==> src/rtl/spec_reg_stack.sv <==
// Status register (N/Z/C/V, mode, is_bios) with a LIFO save stack for nested traps.
// Optional saturating trap counter enabled by defining SPECREG_TRAP_COUNT_EN.
module spec_reg_stack #(
    parameter int MODE_W = 2,
    parameter int DEPTH  = 4,
    parameter int CNT_W  = $clog2(DEPTH + 1)
) (
    input  logic                clock,
    input  logic                reset,
    input  logic                enable,
    input  logic [3:0]          update_mode,
    input  logic                alu_negative,
    input  logic                alu_zero,
    input  logic                alu_carry,
    input  logic                alu_overflow,
    input  logic                bs_negative,
    input  logic                bs_zero,
    input  logic                bs_carry,
    input  logic [MODE_W-1:0]   trap_mode,
    input  logic [MODE_W+3:0]   wr_data,
    input  logic [MODE_W+3:0]   wr_mask,
    output logic                negative_flag,
    output logic                zero_flag,
    output logic                carry_flag,
    output logic                overflow_flag,
    output logic [MODE_W-1:0]   mode,
    output logic                is_bios,
    output logic [CNT_W-1:0]    depth_count,
    output logic                stack_full,
    output logic                stack_empty,
    output logic                stack_fault,
    output logic [7:0]          trap_count
);

    localparam int ENT_W = MODE_W + 5;
    localparam int IDX_W = (DEPTH > 1) ? $clog2(DEPTH) : 1;

    localparam logic [3:0] CMD_BS    = 4'd1;
    localparam logic [3:0] CMD_ADD   = 4'd2;
    localparam logic [3:0] CMD_MOV   = 4'd3;
    localparam logic [3:0] CMD_OVF   = 4'd4;
    localparam logic [3:0] CMD_TRAP  = 4'd5;
    localparam logic [3:0] CMD_RET   = 4'd6;
    localparam logic [3:0] CMD_WRITE = 4'd7;

    logic [ENT_W-1:0]  stack_mem [DEPTH];
    logic [ENT_W-1:0]  push_entry;
    logic [ENT_W-1:0]  top_entry;
    logic [CNT_W-1:0]  depth_dec;
    logic [IDX_W-1:0]  push_idx;
    logic [IDX_W-1:0]  top_idx;
    logic [MODE_W+3:0] cur_word;
    logic [MODE_W+3:0] wr_word;
    logic              do_trap;

    // Entry layout {N,Z,C,V,mode,is_bios}; push slot is depth_count, top is one below
    assign push_entry  = {negative_flag, zero_flag, carry_flag,
                          overflow_flag, mode, is_bios};
    assign depth_dec   = depth_count - CNT_W'(1);
    assign push_idx    = depth_count[IDX_W-1:0];
    assign top_idx     = depth_dec[IDX_W-1:0];
    assign top_entry   = stack_mem[top_idx];

    assign stack_full  = (depth_count == CNT_W'(DEPTH));
    assign stack_empty = (depth_count == '0);

    assign do_trap     = enable && (update_mode == CMD_TRAP);

    assign cur_word    = {negative_flag, zero_flag, carry_flag,
                          overflow_flag, mode};
    assign wr_word     = (cur_word & ~wr_mask) | (wr_data & wr_mask);

    // Save-stack storage; contents are not reset, only the depth pointer is
    always_ff @(posedge clock) begin
        if (reset && do_trap && !stack_full) begin
            stack_mem[push_idx] <= push_entry;
        end
    end

    // Flag/mode/context state machine with reset taking priority over commands
    always_ff @(posedge clock) begin
        if (!reset) begin
            negative_flag <= 1'b0;
            zero_flag     <= 1'b0;
            carry_flag    <= 1'b0;
            overflow_flag <= 1'b0;
            mode          <= '0;
            is_bios       <= 1'b1;
            depth_count   <= '0;
            stack_fault   <= 1'b0;
        end else if (enable) begin
            case (update_mode)
                CMD_BS: begin
                    negative_flag <= bs_negative;
                    zero_flag     <= bs_zero;
                    carry_flag    <= bs_carry;
                end
                CMD_ADD: begin
                    negative_flag <= alu_negative;
                    zero_flag     <= alu_zero;
                    carry_flag    <= alu_carry;
                    overflow_flag <= alu_overflow;
                end
                CMD_MOV: begin
                    negative_flag <= alu_negative;
                    zero_flag     <= alu_zero;
                end
                CMD_OVF: begin
                    overflow_flag <= alu_overflow;
                end
                CMD_TRAP: begin
                    mode    <= trap_mode;
                    is_bios <= 1'b0;
                    if (stack_full) begin
                        stack_fault <= 1'b1;
                    end else begin
                        depth_count <= depth_count + CNT_W'(1);
                    end
                end
                CMD_RET: begin
                    if (stack_empty) begin
                        stack_fault <= 1'b1;
                    end else begin
                        {negative_flag, zero_flag, carry_flag,
                         overflow_flag, mode, is_bios} <= top_entry;
                        depth_count <= depth_dec;
                    end
                end
                CMD_WRITE: begin
                    {negative_flag, zero_flag, carry_flag,
                     overflow_flag, mode} <= wr_word;
                end
                default: begin
                end
            endcase
        end
    end

`ifdef SPECREG_TRAP_COUNT_EN
    logic [7:0] trap_cnt_q;

    // Saturating count of every trap command, faulting ones included
    always_ff @(posedge clock) begin
        if (!reset) begin
            trap_cnt_q <= 8'h00;
        end else if (do_trap && (trap_cnt_q != 8'hFF)) begin
            trap_cnt_q <= trap_cnt_q + 8'h01;
        end
    end

    assign trap_count = trap_cnt_q;
`else
    assign trap_count = 8'h00;
`endif

endmodule

==> config.mk <==
export PLATFORM = sky130hd
export DESIGN_NAME = spec_reg_stack
export DESIGN_NICKNAME = d
export VERILOG_FILES = /design/src/rtl/spec_reg_stack.sv
export SDC_FILE = /design/constraint.sdc
export NUM_CORES = 1
export LEC_CHECK = 0
export CORE_MARGIN = 3
export CORE_UTILIZATION = 40
export DETAILED_ROUTE_END_ITERATION = 10
export HOLD_SLACK_MARGIN = 0.08
export PLACE_DENSITY = 0.78
export SLEW_MARGIN = 20
export SYNTH_ARGS = -nofsm -noshare
export SYNTH_HDL_FRONTEND = slang
export SYNTH_SLANG_ARGS = --single-unit
==> constraint.sdc <==
create_clock -name clock -period 4.14 [get_ports clock]
set_input_delay 1.242 -clock clock [delete_from_list [all_inputs] [get_ports clock]]
set_output_delay 1.242 -clock clock [all_outputs]
set_load 0.02 [all_outputs]
# Yosys cells after proc, flatten, opt, wreduce, memory -nomap -nowiden
# Memory sizes are Yosys's and may differ from the RTL's.
# Index checks and enable logic that the tools add are counted.
[word_totals]
regBits = 11
ramBits = 28
inputBits = 28
output_inout_bits = 21
word_cells = 66
memories = 1
[mem_list]
columns = ["name", "words", "word_bits", "read_ports", "rd_clocked_by_memory_dff", "wr", "line_no", "rtl"]
rows = [
  ["stack_mem", 4, 7, 1, 0, 1, "46", "logic [ENT_W-1:0] stack_mem [DEPTH];"],
]
[op_classes]
addsub = 2
eq_ne = 12
n_mux = 20
bitwise = 4
n_reduce_logical = 19
[op_table]
columns = ["cell", "n"]
rows = [
  ["4-bit by 3-bit equality test with 1-bit output, second input constant", 4],
  ["3-bit AND reduction", 5],
  ["6-bit AND", 2],
  ["1-bit one-hot mux with 4 select lines", 3],
  ["1-bit two-way mux", 9],
  ["4-bit by 2-bit equality test with 1-bit output, second input constant", 2],
  ["2-bit != test, second input constant", 4],
  ["4-bit AND reduction", 2],
  ["4-bit nonzero test", 2],
  ["3-bit two-way mux", 2],
  ["6-bit NOT", 1],
  ["6-bit bitwise OR", 1],
  ["2-bit one-hot mux with 3 select lines", 1],
  ["3-bit one-hot mux with 2 select lines", 1],
  ["3-bit nonzero test", 2],
  ["4-bit by 1-bit equality test with 1-bit output, second input constant", 1],
  ["1-bit one-hot mux with 2 select lines", 2],
  ["2-bit OR reduction", 2],
  ["3-bit by 1-bit adder with 3-bit output, second input constant", 1],
  ["3-bit equality test, second input constant", 1],
  ["1-bit logical AND", 3],
  ["3-bit logical NOT", 1],
  ["1-bit one-hot mux with 3 select lines", 1],
  ["3-bit by 1-bit subtractor with 3-bit output, second input constant", 1],
  ["other kinds (3)", 3],
]

# Longest topological paths before layout
# Gate-level depths: netlist (run 1).
[depth]
depth_word = 6
depth_mapped = 8
depth_no_buf = 6

# Worst setup path after synthesis (run 1)
# No wires, ideal clock.
[synth_path]
path_type = "register -> output"
from = "reg depth_count[0]"
to = "out stack_empty"
arrival_time_ps = 1423
required_ps = 2898
setup_slack_ps = 1475
stages_incl_launch_ff = 5
path_buffers = 1
path_cell_list = "dfxtp_1 > buf_2 > inv_1 > ha_1 > nor2b_1"
[synth_between]
elab_chain_len = 1
[synth_lines]
columns = ["element", "line_no", "rtl"]
rows = [
  ["from (decl)", "28", "output logic [CNT_W-1:0] depth_count,"],
  ["from (signal assigned)", "117", "depth_count <= depth_count + CNT_W'(1);"],
  ["from (signal assigned)", "126", "depth_count <= depth_dec;"],
  ["3-bit logical NOT", "65", "assign stack_empty = (depth_count == '0);"],
  ["to (decl)", "30", "output logic stack_empty,"],
]
# Every way passes these cells.

# Worst setup path in the final report (run 1)
# Same ends and word-level chain as after synthesis.

==> results of run 1 <==
metrics by stage:
stage | instances | instance area, sq um | total power [W] | util, % | hold WS [ns]
2_1_floorplan | 167 | 2040 | 0.000495 | - | 0.580
3_3_place_gp | 261 | 2420 | 0.000535 | 50.7 | 0.487
3_5_place_dp | 261 | 2420 | 0.000536 | 50.7 | 0.459
4_1_cts | 269 | 2520 | 0.000806 | 52.8 | 0.482
5_1_grt | 269 | 2520 | 0.000835 | 52.8 | 0.501
6_report | 269 | 2520 | 0.000802 | 52.8 | 0.485
cell usage after synthesis, types with 2 or more instances:
library cell   n
edfxtp_1      28
dfxtp_1       11
buf_4         10
nand2_1       10
o21ai_0        8
a21oi_1        7
inv_1          7
mux2i_1        7
a31oi_1        6
and2_1         6
mux4_2         6
nand3_1        6
ha_1           5
mux2_2         3
nand2b_1       3
nor2b_1        3
o31ai_1        3
a311oi_1       2
and2b_1        2
buf_2          2
buf_6          2
nor2_1         2
o221a_2        2
o22ai_1        2
cell families after synthesis:
kind of cell	Yosys count
AND/OR/NAND/NOR	40
XOR/XNOR	1
multiplexers	16
AO/OA/AOI/OAI	36
adder cells (fa/ha/maj)	6
buffers and inverters	21
other	1
flip-flops	39
area by class of cell:
class	count	share of cell area, %
Clock buffer	8	3.96
Inverter	7	1.04
Multi-Input combinational cell	107	33.5
Sequential cell	39	42.0
Tap cell	67	3.32
Timing Repair Buffer	41	16.2
flip-flops by register name (all words and copies together) (netlist names):
name and count:
stack_mem 28, carry_flag 1, zero_flag 1, depth_count 3
is_bios 1, stack_fault 1, mode 2, overflow_flag 1
negative_flag 1
power by group through the flow:
stage | logic [W] | registers, W | clock network (W)
final | 0.000100 | 0.000427 | 0.000274
after global routing | 0.000108 | 0.000428 | 0.000299
after CTS | 0.000100 | 0.000427 | 0.000279
after detailed placement | 0.0000998 | 0.000436 | 0
after global placement | 0.0000990 | 0.000436 | 0
after floorplan | 0.0000572 | 0.000438 | 0
worst max path at each step:
stage,startpoint,endpoint,slack [ns]
6_report,depth_count[0]$_SDFFE_PN0P_,stack_empty,0.82
5_1_grt,depth_count[0]$_SDFFE_PN0P_,stack_empty,0.68
4_1_cts,depth_count[0]$_SDFFE_PN0P_,stack_empty,0.84
3_5_place_dp,update_mode[3],stack_mem[0][5]$_DFFE_PP_,0.76
3_3_place_gp,update_mode[3],stack_mem[2][5]$_DFFE_PP_,0.84
2_1_floorplan,depth_count[0]$_SDFFE_PN0P_,stack_empty,1.48
critical path: cells and delay by family, from the launching register on:
family	cells	cell delay [ns]
fa+ha+maj	1	0.25
buf+inv	2	0.84
flops	1	0.31
simple gates	1	0.38
metal layers:
metal  track usage, %  up-vias  part of all wire (%)  wire (um)
met5                0        -                     0          0
met2             24.7       59                    49       2130
met1             20.0      695                    42       1850
met3             4.69        6                   7.6        331
li1                 -      677                     -          -
met4             6.70        0                   1.2         51
==> metrics list, run 1 <==
* Sequential share of power: 53.3%
* Final Hold Vio Count: 0
- Commonest cells after routing, fill and taps aside: clkdlybuf4s50_1, edfxtp_1, dfxtp_1, nand2_1
* Total of endpoints with negative setup slack in the final report: 0
- Terminating pin of the worst hold path: stack_fault$_SDFFE_PN0P_
- Number of cells on the worst hold path: 2
* Area fraction in and, or, nand and nor cells after synthesis: 11.7%
- TritonCTS clock tree: done
- Total leakage power: 0.876 nW
* Number of synthesis warnings: 0
- Headroom to the max-slew limit came out at 64.0%.
* Number of buffers on the longest clock path: 2
* Final WL: 4360 um
- Clock tree synthesis selected as its root buffer the cell clkbuf_8.
- R2r endpoint: stack_mem[2][1]$_DFFE_PP_
- The tree built by TritonCTS fans out to 39 sinks.
- The critical path in this run is classified as flip-flop to output pin.
- Diode count: 0
* Clk Latency, worst-skew pair: 0.29 ns
- Number of search-and-repair iterations in the first detailed-routing pass: 4
- Area share of the largest cell type after synthesis: 41.7%
- Net Sw Power: 0.000179 W
- Clock-pin slew was measured on the worst setup and hold paths at 0.07 ns.
- Detailed-route DRC error count: 0
- Counting flops with an async set or reset pin after synthesis yields a share of 0%.
- The slowest stage of the critical path belongs to the cell clkdlybuf4s50_1.
* Maximum capacitance violations: 0
- Clock share of power: 34.2%
* Slack of the worst reg-to-reg path: 1.90 ns
* Layout net count: 234
- Post-detailed-route wirelength per cell: 16.2 um
- Quantity of hold-fixing buffers added after cts: 0
* Highest clock rate: 301 MHz
- Via count normalized by instance count: 5.34
* Post-cts sizing count: 0
- Class of the tightest hold or removal check: flip-flop to flip-flop
* Worst path setup slack after routing: 0.820 ns
- Vias in the first global route: 1436
- Max VDD drop: 0.133 mV
- Summing every instance area after synthesis gives 2010 sq um.
* Count of routing violations after the opening detailed-route iteration: 109
- Summed over all instances, the cell type with the most area after synthesis is edfxtp_1.
- Measured along the x axis, the die boundary spans 77.0 um.
- First-pass GRT wire length: 7130 um
- HP Start: stack_fault$_SDFFE_PN0P_
* Fraction of synthesized area in multiplexers: 11.9%
* Leading cell type in the layout, fill and taps excluded: clkdlybuf4s50_1
- Max Transition Viols Final: 0
- The flow ran to the end, and the final reports show no timing, DRC or antenna violations.
* Count of input and output buffers: 40
- Avg Cell Area, Syn: 12.6 sq um
- Critical Path, Cell by Cell: inv_1, ha_1, nor2b_1, clkdlybuf4s50_1
- Core region area: 4790 sq um
- Power spread over the standard cell area amounts to 317 nW/um^2.
- Clock tree synthesis inserted a total of 5 buffers.
- Commonest register cell after synthesis: edfxtp_1
* Top area cells in the synthesized netlist: edfxtp_1, dfxtp_1, mux4_2
* RSZ-0062 raised after global routing: no
* Distinct cell type count of the synthesized netlist: 41
- For this run, the total global-route usage over all layers was measured as 15.7%.
* Share of synthesized cell area in full adder, half adder and majority cells: 3.60%
* Pin count of the biggest net entering global routing: 15
* Total negative slack for setup checks: 0 ns
* Chip height: 77.0 um
* CP Max Fanout: 6
- Summing the areas of all xor and xnor instances in the mapped netlist gives 0.435% of the synthesized area.
* Share of total power consumed by net switching: 22.3%
* Share of layout cells above drive strength 1: 10.9%
* Seq/Total Area, Yosys: 52.7%
* Synth-to-layout area growth: 25.3%
* Count of flip-flops with a built-in enable after synthesis: 28
* Worst-case setup slack after placement: 0.764 ns
- The total overflow left after global routing is 0.
* Data arrival time of the worst path: 2.08 ns
* Multi-input combinational cell area: 846 sq um
- Data on the critical path is required at its endpoint by 2.90 ns.
* Starting density of the core: 42.1%
- After filler insertion, the fill cell instance count of the layout stands at 426.
- Post-detailed-placement half-perimeter wirelength: 3230 um
- Synthesis produced a netlist whose cell count is 160.
- The worst setup path is captured at an output pin.
- Post-CTS timing repair inserted 0 buffers for setup.
* Startpoint of the lowest-slack register-to-register path: depth_count[1]$_SDFFE_PN0P_
- Antenna violations before repair: 0
- Std cell rows: 25
- The die covers 5920 sq um.
- Comb pwr share: 12.5%
* Worst setup SP type: flip-flop
* Number of levels in the clock H-tree: 2
* Slew @ Worst Pin: 0.538 ns
- The synthesized netlist devotes 12.9% of its cell area to compound gates.
* Register area: 1060 sq um
- Clock skew after layout: 0.00693 ns
* Final Critical Period: 3.32 ns
- The routed layout has 1437 vias.
* Number of cells on the worst reg-to-reg path: 5
- Pin placement for this block handled 49 I/O pins.
* Ratio of final minimum period to clock period: 80.2%
- At the end of routability-driven placement, the weighted congestion stood at 0.835.
* Design internal power: 0.000623 W
- The detail route stage leaves a number of antenna-violating nets equal to 0.
- Main combinational cell family by area after synthesis: compound AO/OA/AOI/OAI gates
- On the worst path, the slowest cell contributes a delay of 0.69 ns.
- Post-synthesis register bit count: 39
Note: power is estimated with default switching activity, not from simulation.
==> run 2: changes to the inputs <==
==> constraint.sdc (replaced) <==
create_clock -name clock -period 3.45 [get_ports clock]
set_input_delay 1.035 -clock clock [delete_from_list [all_inputs] [get_ports clock]]
set_output_delay 1.035 -clock clock [all_outputs]
set_load 0.02 [all_outputs]
==> run 2 against run 1 <==
Compared with the run above: via count is 0.21% higher; final cell count grew 1.1%; critical path depth did not move; register-to-register slack lost 0.75 ns; clock power up 33%; non-clock buffer count up 3; final area rose by 1.2%; sequential power up 20%; combinational power grew 21%; utilization is 0.63 points higher; critical path type unchanged; largest cell class unchanged; largest power group unchanged.
==> metrics list, run 2 (same netlist as run 1, synthesis figures left out) <==
- Status: finished, final reports clean
- Starting density of the core: 42.1%
* Maximum capacitance violations: 0
* Clock skew after layout: 0.00407 ns
* Start-to-end type of the worst setup path: flip-flop to output pin
- The register with the most flip-flops in the layout has 28 of them.
- The startpoint identified for the worst hold timing path is stack_fault$_SDFFE_PN0P_.
* Post-cts sizing count: 0
* Via count normalized by instance count: 5.29
- Summed over all cells, the static leakage comes to 0.896 nW.
* Grt ovf: 0
- For hold timing, the worst endpoint is stack_fault$_SDFFE_PN0P_.
- Global routing consumed, over all layers together, 15.6% of the routing resources.
- First-pass GRT wire length: 6980 um
- Total of endpoints with negative setup slack in the final report: 0
* Max Transition Viols Final: 0
* Crit-path max cell delay: 0.70 ns
- Antenna Nets Post-Route: 0
* Hold slack final: 0.486 ns
* Slack of the worst reg-to-reg path: 1.15 ns
- Relative max-transition margin: 64.7%
- Clock slew at the register clock pins of the worst setup and hold paths: 0.07 ns
* Number of buffers and inverters on the critical path: 2
- Cells fill 53.4% of the core in the end.
- The HPWL after detailed placement is 3300 um.
* Class of the tightest hold or removal check: flip-flop to flip-flop
- Total cell area at the placement stage: 2450 sq um
- Number of buffers on the longest clock path: 2
* CP top delay family: buffers and inverters
- The library cells used most frequently in the layout, excluding fill and tap cells, are clkdlybuf4s50_1, edfxtp_1, dfxtp_1, nand2_1.
* Critical path depth: 4
- Number of clock buffers inserted by TritonCTS: 5
- Detailed-route DRC error count: 0
* Quantity of hold-fixing buffers added after cts: 0
- Clock sink total: 39
* CP required: 2.41 ns
- After the first detailed-routing iteration, the DRC count stood at 85.
- Buffers added to address setup during post-CTS repair amount to 0.
- Pin placement for this block handled 49 I/O pins.
* Synth-to-layout area growth: 26.8%
- Leading cell type in the layout, fill and taps excluded: clkdlybuf4s50_1
- Pin count of the biggest net entering global routing: 13
- For this design the ratio of total power to cell area is 390 nW/um^2.
- The routed layout has 1440 vias.
* RSZ-0062 raised after global routing: no
- Worst setup SP type: flip-flop
- Register with the most flip-flops: stack_mem
* Highest clock rate: 310 MHz
- Traced cell by cell, the critical path runs through inv_1, ha_1, nor2b_1, clkdlybuf4s50_1.
- CP Max Fanout: 6
- Of the available clock period, the critical path in the final layout requires 93.6%.
* Slew @ Worst Pin: 0.525 ns
* Clock Root Buffer: clkbuf_8
- Number of search-and-repair iterations in the first detailed-routing pass: 4
* Final Instance Area: 2550 sq um
* Worst setup EP type: output pin
* Post-detailed-route wirelength per cell: 15.9 um
- Diode count: 0
- TritonCTS clock tree: done
- Number of cells on the worst reg-to-reg path: 5
- The worst register-to-register path begins at depth_count[1]$_SDFFE_PN0P_.
- Final WL: 4320 um
- Chip height: 77.0 um
- Final Critical Period: 3.23 ns
- Data arrives at the worst endpoint at 2.19 ns.
* Count of input and output buffers: 40
- Weighted congestion at the end of routability-driven global placement: 0.869
* Crit path max-delay cell type: clkdlybuf4s50_1
- In this run the horizontal extent of the chip is 77.0 um.
- The H-tree was split into 2 levels.
* Die Outline Area: 5920 sq um
- The via count of the first global-routing pass is 1424.
- VDD sags by at most 0.224 mV.
- For the worst-skew pair, the clock arrives at the later sink with an insertion delay of 0.29 ns.
- Std cell rows: 25
- The number of endpoints with negative hold slack in the final report was 0.
* Total negative slack for setup checks: 0 ns
* Number of cells on the worst hold path: 2
- Share of layout cells above drive strength 1: 12.2%
- The net count of the finished layout is 237.
- In the final layout, the registers with the most flip-flops are stack_mem: 28 flops, depth_count: 3 flops, mode: 2 flops.
- The core region is 4790 sq um.
- Antenna violations before repair: 0
* R2r endpoint: stack_mem[2][4]$_DFFE_PP_
==> run 2: per-layer routing <==
layer  share of wire (%)  vias up  track usage [%]
met5                   0        -                0
met4                 1.6        0             6.16
met3                 6.6        7             4.46
met2                  47       57             24.1
met1                  45      690             20.5
li1                    -      686                -
==> run 2: area by class of cell <==
| class | instances | area (sq um) |
|---|---|---|
| Sequential cell | 39 | 1060 |
| Inverter | 7 | 26.3 |
| Clock inverter | 3 | 38.8 |
| Timing Repair Buffer | 44 | 430 |
| Clock buffer | 5 | 68.8 |
| Fill cell | 412 | 2230 |
| Multi-Input combinational cell | 107 | 846 |
| Tap cell | 67 | 83.8 |
==> run 2: where the power goes <==
group          switching, W  total (W)  leakage, nW  internal [W]
Combinational     0.0000595   0.000121        0.486     0.0000619
Clock              0.000152   0.000364       0.0556      0.000211
Sequential       0.00000759   0.000512        0.354      0.000505
Total              0.000220   0.000998        0.896      0.000778
==> run 2: metrics by stage <==
stage / power [W] / setup WS, ns / std cells
floorplan: 0.000594 / 0.992 / 167
global placement: 0.000643 / 0.369 / 264
detailed placement: 0.000644 / 0.282 / 264
CTS: 0.00101 / 0.263 / 272
global route: 0.00104 / 0.144 / 272
finish: 0.000998 / 0.220 / 272
==> run 2: worst max path at each step <==
stage	from	end	slack, ns
after global routing	depth_count[1]$_SDFFE_PN0P_	stack_empty	0.14
after global placement	update_mode[3]	stack_mem[2][4]$_DFFE_PP_	0.37
after detailed placement	update_mode[3]	stack_mem[0][6]$_DFFE_PP_	0.28
final	depth_count[1]$_SDFFE_PN0P_	stack_empty	0.22
after floorplan	depth_count[0]$_SDFFE_PN0P_	stack_empty	0.99
after CTS	depth_count[1]$_SDFFE_PN0P_	stack_empty	0.26
==> run 2: worst register-to-register path: cells and delay by family (launching register included) <==
kind	cells	cell delay, ns
buffers and inverters	1	0.12
AND/OR/NAND/NOR	3	1.15
adder cells (fa/ha/maj)	1	0.26
flip-flops	1	0.43
